**config.mk**
```make
export PLATFORM = sky130hd
export DESIGN_NAME = ps2_kbd_rx
export DESIGN_NICKNAME = d
export VERILOG_FILES = /design/src/rtl/ps2_kbd_rx.sv
export SDC_FILE = /design/constraint.sdc
export NUM_CORES = 1
export LEC_CHECK = 0
export ABC_CLOCK_PERIOD_IN_PS = 2700
export CAP_MARGIN = 0
export CORE_AREA = 5 5 105 107
export DETAILED_ROUTE_END_ITERATION = 12
export DIE_AREA = 0 0 110 112
export DONT_BUFFER_PORTS = 1
export PLACE_DENSITY = 0.89
export REMOVE_ABC_BUFFERS = 1
export SLEW_MARGIN = 5
export SYNTH_ARGS = -nofsm -noshare
export SYNTH_HDL_FRONTEND = slang
export SYNTH_SLANG_ARGS = --single-unit
```
**constraint.sdc**
```tcl
create_clock -name clk -period 2.7 [get_ports clk]
set_input_delay 0.54 -clock clk [delete_from_list [all_inputs] [get_ports clk]]
set_output_delay 0.54 -clock clk [all_outputs]
set_load 0.1 [all_outputs]
```
**src/rtl/ps2_kbd_rx.sv**
```systemverilog
// PS/2 keyboard receiver: debounced framer, E0/E1/F0 prefix decoder, event FIFO, hex display.
// Define PS2_PARITY_CHECK_EN to discard frames whose odd parity fails. seg is active-high, bit 0 = a.
module ps2_kbd_rx #(
  parameter int unsigned DEB_CYCLES     = 8,
  parameter int unsigned TIMEOUT_CYCLES = 50000,
  parameter int unsigned FIFO_DEPTH     = 4,
  parameter int unsigned DISP_BYTES     = 2
) (
  input  logic                    clk,
  input  logic                    rst_n,
  input  logic                    kbclk,
  input  logic                    in,
  output logic                    evt_valid,
  input  logic                    evt_ready,
  output logic [7:0]              evt_code,
  output logic                    evt_ext,
  output logic                    evt_brk,
  output logic                    frame_err,
  output logic                    ovf,
  output logic [14*DISP_BYTES-1:0] seg
);

  localparam int unsigned DebW  = (DEB_CYCLES > 1) ? $clog2(DEB_CYCLES) : 1;
  localparam int unsigned TmoW  = (TIMEOUT_CYCLES > 1) ? $clog2(TIMEOUT_CYCLES) : 1;
  localparam int unsigned AddrW = $clog2(FIFO_DEPTH);
  localparam int unsigned CntW  = AddrW + 1;
  localparam int unsigned HistW = 8 * DISP_BYTES;

  typedef enum logic [1:0] {StIdle, StData, StParity, StStop} frm_state_e;
  typedef enum logic {StDecIdle, StDecPause} dec_state_e;

  // Input synchronisers and debounce
  logic [1:0]      kbclk_sync_q, in_sync_q;
  logic            kbclk_s, in_s;
  logic            deb_q, deb_d;
  logic [DebW-1:0] deb_cnt_q, deb_cnt_d;
  logic            fall;

  assign kbclk_s = kbclk_sync_q[1];
  assign in_s    = in_sync_q[1];

  always_comb begin
    deb_d     = deb_q;
    deb_cnt_d = '0;
    if (kbclk_s != deb_q) begin
      if (deb_cnt_q == DebW'(DEB_CYCLES - 1)) begin
        deb_d = kbclk_s;
      end else begin
        deb_cnt_d = deb_cnt_q + DebW'(1);
      end
    end
  end

  assign fall = deb_q & ~deb_d;

  always_ff @(posedge clk or negedge rst_n) begin
    if (!rst_n) begin
      kbclk_sync_q <= 2'b11;
      in_sync_q    <= 2'b11;
      deb_q        <= 1'b1;
      deb_cnt_q    <= '0;
    end else begin
      kbclk_sync_q <= {kbclk_sync_q[0], kbclk};
      in_sync_q    <= {in_sync_q[0], in};
      deb_q        <= deb_d;
      deb_cnt_q    <= deb_cnt_d;
    end
  end

  // Framer
  frm_state_e      frm_q, frm_d;
  logic [2:0]      bit_cnt_q, bit_cnt_d;
  logic [7:0]      shift_q, shift_d;
  logic            par_q, par_d;
  logic [TmoW-1:0] tmo_q, tmo_d;
  logic            byte_done_q, byte_done_d;
  logic            frame_err_q, frame_err_d;
  logic [HistW-1:0] hist_q, hist_d;
  logic            par_ok;

  always_comb begin
`ifdef PS2_PARITY_CHECK_EN
    par_ok = ^{shift_q, par_q};
`else
    par_ok = 1'b1;
`endif
  end

  always_comb begin
    frm_d       = frm_q;
    bit_cnt_d   = bit_cnt_q;
    shift_d     = shift_q;
    par_d       = par_q;
    tmo_d       = '0;
    byte_done_d = 1'b0;
    frame_err_d = 1'b0;
    hist_d      = hist_q;
    unique case (frm_q)
      StIdle: begin
        if (fall && !in_s) begin
          frm_d     = StData;
          bit_cnt_d = 3'd0;
        end
      end
      StData: begin
        if (fall) begin
          shift_d   = {in_s, shift_q[7:1]};
          bit_cnt_d = bit_cnt_q + 3'd1;
          if (bit_cnt_q == 3'd7) frm_d = StParity;
        end
      end
      StParity: begin
        if (fall) begin
          par_d = in_s;
          frm_d = StStop;
        end
      end
      StStop: begin
        if (fall) begin
          frm_d = StIdle;
          if (in_s && par_ok) begin
            byte_done_d = 1'b1;
            hist_d      = (hist_q << 8) | HistW'(shift_q);
          end else begin
            frame_err_d = 1'b1;
          end
        end
      end
    endcase
    // Gap timer runs only mid-frame and restarts on every fall
    if (frm_q != StIdle && !fall) begin
      if (tmo_q == TmoW'(TIMEOUT_CYCLES - 1)) begin
        frm_d       = StIdle;
        frame_err_d = 1'b1;
      end else begin
        tmo_d = tmo_q + TmoW'(1);
      end
    end
  end

  always_ff @(posedge clk or negedge rst_n) begin
    if (!rst_n) begin
      frm_q       <= StIdle;
      bit_cnt_q   <= '0;
      shift_q     <= '0;
      par_q       <= 1'b0;
      tmo_q       <= '0;
      byte_done_q <= 1'b0;
      frame_err_q <= 1'b0;
      hist_q      <= '0;
    end else begin
      frm_q       <= frm_d;
      bit_cnt_q   <= bit_cnt_d;
      shift_q     <= shift_d;
      par_q       <= par_d;
      tmo_q       <= tmo_d;
      byte_done_q <= byte_done_d;
      frame_err_q <= frame_err_d;
      hist_q      <= hist_d;
    end
  end

  assign frame_err = frame_err_q;

  // Prefix decoder; the newest history byte is the byte just delivered
  dec_state_e dec_q, dec_d;
  logic       ext_q, ext_d, brk_q, brk_d;
  logic [2:0] pcnt_q, pcnt_d;
  logic       emit_q, emit_d;
  logic [7:0] emit_code_q, emit_code_d;
  logic       emit_ext_q, emit_ext_d, emit_brk_q, emit_brk_d;
  logic [7:0] rx_byte;

  assign rx_byte = hist_q[7:0];

  always_comb begin
    dec_d       = dec_q;
    ext_d       = ext_q;
    brk_d       = brk_q;
    pcnt_d      = pcnt_q;
    emit_d      = 1'b0;
    emit_code_d = emit_code_q;
    emit_ext_d  = emit_ext_q;
    emit_brk_d  = emit_brk_q;
    if (byte_done_q) begin
      unique case (dec_q)
        StDecPause: begin
          if (pcnt_q == 3'd6) begin
            emit_d      = 1'b1;
            emit_code_d = 8'h77;
            emit_ext_d  = 1'b1;
            emit_brk_d  = 1'b0;
            dec_d       = StDecIdle;
            ext_d       = 1'b0;
            brk_d       = 1'b0;
          end else begin
            pcnt_d = pcnt_q + 3'd1;
          end
        end
        StDecIdle: begin
          if (rx_byte == 8'hE0) begin
            ext_d = 1'b1;
          end else if (rx_byte == 8'hF0) begin
            brk_d = 1'b1;
          end else if (rx_byte == 8'hE1) begin
            dec_d  = StDecPause;
            pcnt_d = 3'd0;
          end else begin
            emit_d      = 1'b1;
            emit_code_d = rx_byte;
            emit_ext_d  = ext_q;
            emit_brk_d  = brk_q;
            ext_d       = 1'b0;
            brk_d       = 1'b0;
          end
        end
      endcase
    end
  end

  always_ff @(posedge clk or negedge rst_n) begin
    if (!rst_n) begin
      dec_q       <= StDecIdle;
      ext_q       <= 1'b0;
      brk_q       <= 1'b0;
      pcnt_q      <= '0;
      emit_q      <= 1'b0;
      emit_code_q <= '0;
      emit_ext_q  <= 1'b0;
      emit_brk_q  <= 1'b0;
    end else begin
      dec_q       <= dec_d;
      ext_q       <= ext_d;
      brk_q       <= brk_d;
      pcnt_q      <= pcnt_d;
      emit_q      <= emit_d;
      emit_code_q <= emit_code_d;
      emit_ext_q  <= emit_ext_d;
      emit_brk_q  <= emit_brk_d;
    end
  end

  // Event FIFO, show-ahead
  logic [9:0]       mem_q [FIFO_DEPTH];
  logic [AddrW-1:0] wr_ptr_q, wr_ptr_d, rd_ptr_q, rd_ptr_d;
  logic [CntW-1:0]  cnt_q, cnt_d;
  logic             ovf_q, ovf_d;
  logic             push, pop, full, do_push;

  assign push    = emit_q;
  assign pop     = evt_valid & evt_ready;
  assign full    = (cnt_q == CntW'(FIFO_DEPTH));
  assign do_push = push & (~full | pop);

  always_comb begin
    wr_ptr_d = wr_ptr_q;
    rd_ptr_d = rd_ptr_q;
    cnt_d    = cnt_q;
    ovf_d    = ovf_q;
    if (do_push) wr_ptr_d = wr_ptr_q + AddrW'(1);
    if (pop)     rd_ptr_d = rd_ptr_q + AddrW'(1);
    if (do_push && !pop) begin
      cnt_d = cnt_q + CntW'(1);
    end else if (!do_push && pop) begin
      cnt_d = cnt_q - CntW'(1);
    end
    if (push && full && !pop) ovf_d = 1'b1;
  end

  always_ff @(posedge clk or negedge rst_n) begin
    if (!rst_n) begin
      for (int i = 0; i < FIFO_DEPTH; i++) mem_q[i] <= '0;
      wr_ptr_q <= '0;
      rd_ptr_q <= '0;
      cnt_q    <= '0;
      ovf_q    <= 1'b0;
    end else begin
      if (do_push) mem_q[wr_ptr_q] <= {emit_ext_q, emit_brk_q, emit_code_q};
      wr_ptr_q <= wr_ptr_d;
      rd_ptr_q <= rd_ptr_d;
      cnt_q    <= cnt_d;
      ovf_q    <= ovf_d;
    end
  end

  assign evt_valid                     = (cnt_q != '0);
  assign {evt_ext, evt_brk, evt_code}  = mem_q[rd_ptr_q];
  assign ovf                           = ovf_q;

  // Hex display
  function automatic logic [6:0] hex7(input logic [3:0] n);
    unique case (n)
      4'h0: hex7 = 7'h3F;
      4'h1: hex7 = 7'h06;
      4'h2: hex7 = 7'h5B;
      4'h3: hex7 = 7'h4F;
      4'h4: hex7 = 7'h66;
      4'h5: hex7 = 7'h6D;
      4'h6: hex7 = 7'h7D;
      4'h7: hex7 = 7'h07;
      4'h8: hex7 = 7'h7F;
      4'h9: hex7 = 7'h6F;
      4'hA: hex7 = 7'h77;
      4'hB: hex7 = 7'h7C;
      4'hC: hex7 = 7'h39;
      4'hD: hex7 = 7'h5E;
      4'hE: hex7 = 7'h79;
      4'hF: hex7 = 7'h71;
    endcase
  endfunction

  for (genvar k = 0; k < 2 * DISP_BYTES; k++) begin : g_digit
    assign seg[7*k +: 7] = hex7(hist_q[4*k +: 4]);
  end

endmodule

```
==> out/results.txt, run 1 <==
part of the total power dissipated in combinational logic - 1.1%
crit end category - output pin
largest voltage drop on the vdd net - 0.0004670 V
Setup WS pre-CTS - 265.0 ps
area of the die - 12320 sq um
clock buffers created by TritonCTS - 17
mux share of post-synthesis cell area - 17.29%
Boundary Pins - 46
antenna cells - 0
required arrival time at the worst endpoint - 2160 ps
number of enable-type register cells in the synthesized netlist - 0
clk_lat worst skew - 520 ps
total congestion overflow after global routing - 0
minimum setup slack among reg-to-reg paths - 230 ps
Clock Sinks - 120
time the worst path needs with I/O delays and setup - 2623 ps
kind of cell adding the most delay to the critical path - multiplexers
relative contribution of sequential cells to total power - 46.5%
CP cell instances - inv_2 -> ha_1 -> inv_1 -> mux4_2 -> inv_1 -> buf_12
total DRC errors in the routed layout - 0
Internal Dissipation - 3.133 mW
clock transition at the registers of the reported paths - 60 ps
overall track demand over capacity in global routing - 22.18%
most used cell along the critical path - sky130_fd_sc_hd__inv_1
Via Count - 4240
wire length of the first global-routing pass - 21.40 mm
number of levels the H-tree was split into - 4
Port Buffer Count - 0
CTS tree - done
vertical die dimension - 112 microns
power after layout - 3.994 mW
pin count of the biggest net entering global routing - 121
switching share of power - 21.56%
main combinational cell family by area after synthesis - multiplexers
count of buffering cells on the critical path with inverters included - 4
delay of the slowest cell on the worst path - 450 ps
arrival time reported for the critical path endpoint - 2080 ps
most common cell after layout, fill and taps aside - sky130_fd_sc_hd__dfrtp_1
number of max-slew violations in the final report - 0
Core Region - 10050 sq um
number of buffers on the longest clock path - 2
Slew @ Worst Pin - 908.0 ps
violations in the final reports - hold timing
clock root buffer - sky130_fd_sc_hd__clkbuf_8
worst hold margin - -282.0 ps
fill cell count - 630
average instance area after synthesis - 11.61 sq um
Max Clk Rate - 0.3813 GHz
Routability Congestion - 0.8341
worst reg2reg startpoint - cnt_q[2]
sequential area share after synthesis - 48.52%
flip-flop and latch count after synthesis - 120
via count of the first global-routing pass - 4293
crit path max fanout - 6
P_sw - 0.8612 mW
number of violations of the max-capacitance limit - 0
fraction of the mapped netlist area in compound gates - 8.493%
number of cell rows - 37
clock network power share - 52.4%
Worst Path Class, Setup - reg -> out
Leakage Power - 3.462 nW
crit path max-delay cell type - sky130_fd_sc_hd__mux4_2
power per unit of standard cell area - 544.2 nW/um^2
Total Routed Length - 12.67 mm
Final WS setup - 77.24 ps
warning count from the yosys run - 0
cell count after synthesis - 534
Routed WL per cell - 17.47 microns
destination of the worst register-to-register timing path - cnt_q[2]
effective utilization at floorplan - 61.74%
antenna violations before repair - 0
fin crit share - 97.14%
number of setup violations in the final report - 0
highest-count cells in the layout ignoring fill and taps - sky130_fd_sc_hd__dfrtp_1 (110), sky130_fd_sc_hd__mux2_1 (60), sky130_fd_sc_hd__nor2_1 (47), sky130_fd_sc_hd__ha_1 (37), sky130_fd_sc_hd__buf_4 (36)
number of cells on the worst reg-to-reg path - 8
hold crit path type - in -> async
remaining number of nets flagged by the antenna check after routing - 0
via density per instance - 5.848
first-pass iteration count of the detailed router - 5
area added between synthesis and finish - 18.34%
kind of start point of the critical path - flip-flop
basic-gate share of the synthesized area counting and, or, nand and nor cells - 10.81%
fraction of the mapped netlist area in adder cells - 8.190%
# nets final - 621
netlist area before placement - 6202 sq um
post-synth cell types - 59
dominant synthesized flop cell - sky130_fd_sc_hd__dfrtp_1
Max transition margin - 39.47%
DRC violation total after the first TritonRoute iteration - 196
setup skew after layout - 12.80 ps
share of layout cells above drive strength 1 - 24.11%
outcome - finished, violations left
area share of xor/xnor cells in the synthesized design - 2.966%
placed wire-length estimate after detailed placement - 8.087 mm
Chip Width - 110 microns
count of endpoints failing hold in the final timing report - 120
share of synthesized flip-flops with an asynchronous set or reset - 100.0%
-- final cells by class --
class                           instances  area [sq um]  share of cell area, %
Clock buffer                           19         441.7                  6.018
Tap cell                              136         170.2                  2.318
Inverter                               37         141.4                  1.926
Multi-Input combinational cell        357          3068                  41.80
Timing Repair Buffer                   43         381.6                  5.199
Clock inverter                         13         121.4                  1.654
Sequential cell                       120          3015                  41.08
-- metal layers --
metal / global-route usage (%) / share of wire [%] / vias up
met5: 0 / 0 / -
met4: 5.902 / 0.87 / 0
met3: 5.159 / 4.6 / 13
met2: 39.00 / 55 / 105
met1: 27.09 / 39 / 2158
li1: - / - / 1964
-- metrics by stage --
step                      util, %  cell area (sq um)  hold slack (ps)  std cells  setup TNS [ps]
after floorplan                 -               6110            244.4        514           -3828
after global placement      66.04               6634            249.7        684               0
after detailed placement    66.04               6634            249.8        684               0
after CTS                   72.24               7257           -303.5        717               0
after global routing        73.06               7340           -304.4        725          -19.55
final                       73.06               7340           -282.0        725               0
-- how the worst max path moves through the flow --
stage	startpoint	to	slack, ps	cells after the start
floorplan	hist_q[1]	seg[0]	-400	6
global placement	evt_ready	cnt_q[2]	420	8
detailed placement	evt_ready	cnt_q[2]	270	8
CTS	hist_q[0]	seg[5]	0.5	7
global route	hist_q[13]	seg[24]	-10	6
finish	hist_q[4]	seg[10]	80	6
-- registers in the layout, summed over array words and instances, names as in the netlist, 2 cells and up --
name	cells
mem_q	40
hist_q	16
tmo_q	16
emit_code_q	8
shift_q	8
bit_cnt_q	3
cnt_q	3
deb_cnt_q	3
pcnt_q	3
frm_q	2
in_sync_q	2
kbclk_sync_q	2
rd_ptr_q	2
wr_ptr_q	2
-- cells in the mapped netlist (12+ instances only) --
cell type                    n  share of area, %
sky130_fd_sc_hd__xnor2_1    16               2.3
sky130_fd_sc_hd__o21ai_1    16               1.3
sky130_fd_sc_hd__ha_1       39               7.9
sky130_fd_sc_hd__mux2_1     60                11
sky130_fd_sc_hd__a21oi_1    19               1.5
sky130_fd_sc_hd__clkbuf_1   12              0.73
sky130_fd_sc_hd__nor2_1     47               2.8
sky130_fd_sc_hd__dfrtp_1   115                46
sky130_fd_sc_hd__nand3_1    12              0.97
sky130_fd_sc_hd__inv_1      33               2.0
sky130_fd_sc_hd__mux4_2     13               4.7
sky130_fd_sc_hd__nand2_1    17               1.0
-- timing repair --
action,4_1_cts,5_1_grt
setup buffers,1,6
resized for setup,20,9
endpoints found under the hold margin,120,122
endpoints found under the setup margin,6,7
-- power groups by stage --
stage          logic [mW]  clock network, mW  registers (mW)
6_report           0.0458               2.09            1.86
5_1_grt            0.0548               2.22            1.86
4_1_cts            0.0456               2.13            1.86
3_5_place_dp       0.0450                  0            1.89
3_3_place_gp       0.0400                  0            1.88
2_1_floorplan      0.0355                  0            1.88
-- cells by family (layout without fill, tap and decap cells) --
logic type      count (synthesis)  after routing
xor+xnor                       21             21
buf+inv                        57            112
mux                            83             83
simple gates                  129            129
flops                         120            120
compound gates                 84             84
fa+ha+maj                      40             40
-- worst reg2reg max path: cells and delay by family (launching register included) --
family	cells	cell delay (ps)
xor+xnor	2	310
fa+ha+maj	2	710
buf+inv	1	60
flops	1	410
simple gates	3	910
Power figures use the tool's default switching activity.
==> run 2, diff against run 1 <==
--- a/config.mk
+++ b/config.mk
@@ -17,3 +17,4 @@
 export SYNTH_ARGS = -nofsm -noshare
 export SYNTH_HDL_FRONTEND = slang
 export SYNTH_SLANG_ARGS = --single-unit
+export TNS_END_PERCENT = 1
==> run 2 against run 1 <==
  * The run still ends with hold timing left
  * Power hardly changed
  * First-iteration DRC count rose by 14%
  * Worst setup slack lost 1.1 ps
  * Via count is 1.9% lower
  * Critical path type unchanged
  * Critical endpoint unchanged
  * Highest routed layer unchanged
==> out/results.txt, run 2 (same netlist as run 1, synthesis figures left out) <==
outcome - finished, violations left
violations in the final reports - hold timing
pin count of the biggest net entering global routing - 121
arrival time reported for the critical path endpoint - 2080 ps
Setup crit start - hist_q[4]
vertical die dimension - 112 microns
clock transition at the registers of the reported paths - 60 ps
via count of the first global-routing pass - 4280
number of setup violations in the final report - 0
Routed WL per cell - 17.61 microns
largest registers - mem_q: 40 flops, hist_q: 16 flops, tmo_q: 16 flops
fin crit share - 97.18%
Leakage Power - 3.421 nW
required arrival time at the worst endpoint - 2160 ps
number of violations of the max-capacitance limit - 0
Max transition margin - 39.10%
destination of the worst register-to-register timing path - cnt_q[2]
setup bufs post-CTS - 0
antenna cells - 0
count of endpoints failing hold in the final timing report - 120
Chip Width - 110 microns
GRT met3 Usage - 5.159%
setup skew after layout - 11.35 ps
placed wire-length estimate after detailed placement - 8.087 mm
setup repair after global routing missed its margin - true
Port Buffer Count - 0
DRC violation total after the first TritonRoute iteration - 224
share of layout cells above drive strength 1 - 23.71%
register ranked first by flip-flop count - mem_q
hold crit path type - in -> async
busiest metal layer after global routing - met2
non-filler cells, final - 718
Routability Congestion - 0.8341
worst reg2reg startpoint - cnt_q[2]
most common cell after layout, fill and taps aside - sky130_fd_sc_hd__dfrtp_1
effective utilization at floorplan - 61.74%
power after layout - 3.994 mW
Core Region - 10050 sq um
number of cells on the worst reg-to-reg path - 8
Boundary Pins - 46
number of cell rows - 37
minimum setup slack among reg-to-reg paths - 230 ps
Critical path destination - seg[10]
remaining number of nets flagged by the antenna check after routing - 0
Via Count - 4158
CTS tree - done
highest-count cells in the layout ignoring fill and taps - sky130_fd_sc_hd__dfrtp_1 (110), sky130_fd_sc_hd__mux2_1 (60), sky130_fd_sc_hd__nor2_1 (47), sky130_fd_sc_hd__ha_1 (37), sky130_fd_sc_hd__buf_4 (29)
time the worst path needs with I/O delays and setup - 2624 ps
Total Routed Length - 12.65 mm
number of buffers on the longest clock path - 2
antenna violations before repair - 0
total congestion overflow after global routing - 0
worst hold margin - -279.3 ps
Slew @ Worst Pin - 913.5 ps
# nets final - 614
first-pass iteration count of the detailed router - 5
crit end category - output pin
wire length of the first global-routing pass - 21.32 mm
kind of start point of the critical path - flip-flop
clock root buffer - sky130_fd_sc_hd__clkbuf_8
Max Clk Rate - 0.3811 GHz
number of max-slew violations in the final report - 0
largest voltage drop on the vdd net - 0.0004667 V
power per unit of standard cell area - 548.2 nW/um^2
crit path max fanout - 6
Worst Path Class, Setup - reg -> out
area of the die - 12320 sq um
via density per instance - 5.791
grt met2 use - 38.96%
clock buffers created by TritonCTS - 17
area added between synthesis and finish - 17.47%
max FFs per register - 40
global-route met1 utilization - 26.94%
number of levels the H-tree was split into - 4
fin util - 72.52%
total DRC errors in the routed layout - 0
clk_lat worst skew - 520 ps
Clock Sinks - 120
overall track demand over capacity in global routing - 22.12%
placed cell count - 684
## run 2: changes by cell type in the layout (fill, tap and decap cells not counted), sizes merged
cell	previous run	this run
buf	41	34
## run 2: worst max-delay path: stages, from the launching register on
cell and delay [ps]:
sky130_fd_sc_hd__dfrtp_2 430, sky130_fd_sc_hd__inv_2 90, sky130_fd_sc_hd__ha_1 280, sky130_fd_sc_hd__inv_1 50, sky130_fd_sc_hd__mux4_2 450, sky130_fd_sc_hd__inv_1 100
sky130_fd_sc_hd__buf_12 180
## run 2: worst min-delay path by stage
stage	endpoint	slack [ps]
2_1_floorplan	bit_cnt_q[0]	240
4_1_cts	shift_q[0]	-300
5_1_grt	hist_q[9]	-300
3_5_place_dp	hist_q[11]	250
6_report	hist_q[11]	-280
3_3_place_gp	hist_q[11]	250
## run 2: layer usage
| metal | wire length, microns | share of wire [%] |
|---|---|---|
| met1 | 4970 | 39 |
| met2 | 6960 | 55 |
| met3 | 546 | 4.3 |
| met4 | 169 | 1.3 |
| met5 | 0 | 0 |
## run 2: cell type report
| cell class | count | area, sq um |
|---|---|---|
| clock buffer | 19 | 441.7 |
| clock inverter | 13 | 121.4 |
| fill | 639 | 2760 |
| inverter | 37 | 138.9 |
| multi-input combinational | 357 | 3078 |
| sequential | 120 | 3015 |
| tap | 136 | 170.2 |
| timing repair buffer | 36 | 320.3 |
## run 2: what timing repair did
action                                  CTS  global route
resized for setup                        20             9
gates cloned                              0             0
endpoints found under the setup margin    6             7
endpoints found under the hold margin   120           122
## run 2: through the flow
step                worst slack (ps)  setup TNS [ps]  instance area (sq um)  hold WS (ps)
finish                         76.15               0                   7286        -279.3
global route                  -14.06          -14.06                   7286        -304.3
CTS                           -8.529          -8.529                   7249        -303.5
detailed placement             265.0               0                   6634         249.8
global placement               417.4               0                   6634         249.7
floorplan                     -398.4           -3828                   6110         244.4
## run 2: power breakdown
group	internal [mW]	total, mW	switching [mW]
clock	1.27	2.09	0.821
combinational	0.0268	0.0459	0.0191
sequential	1.83	1.86	0.0216
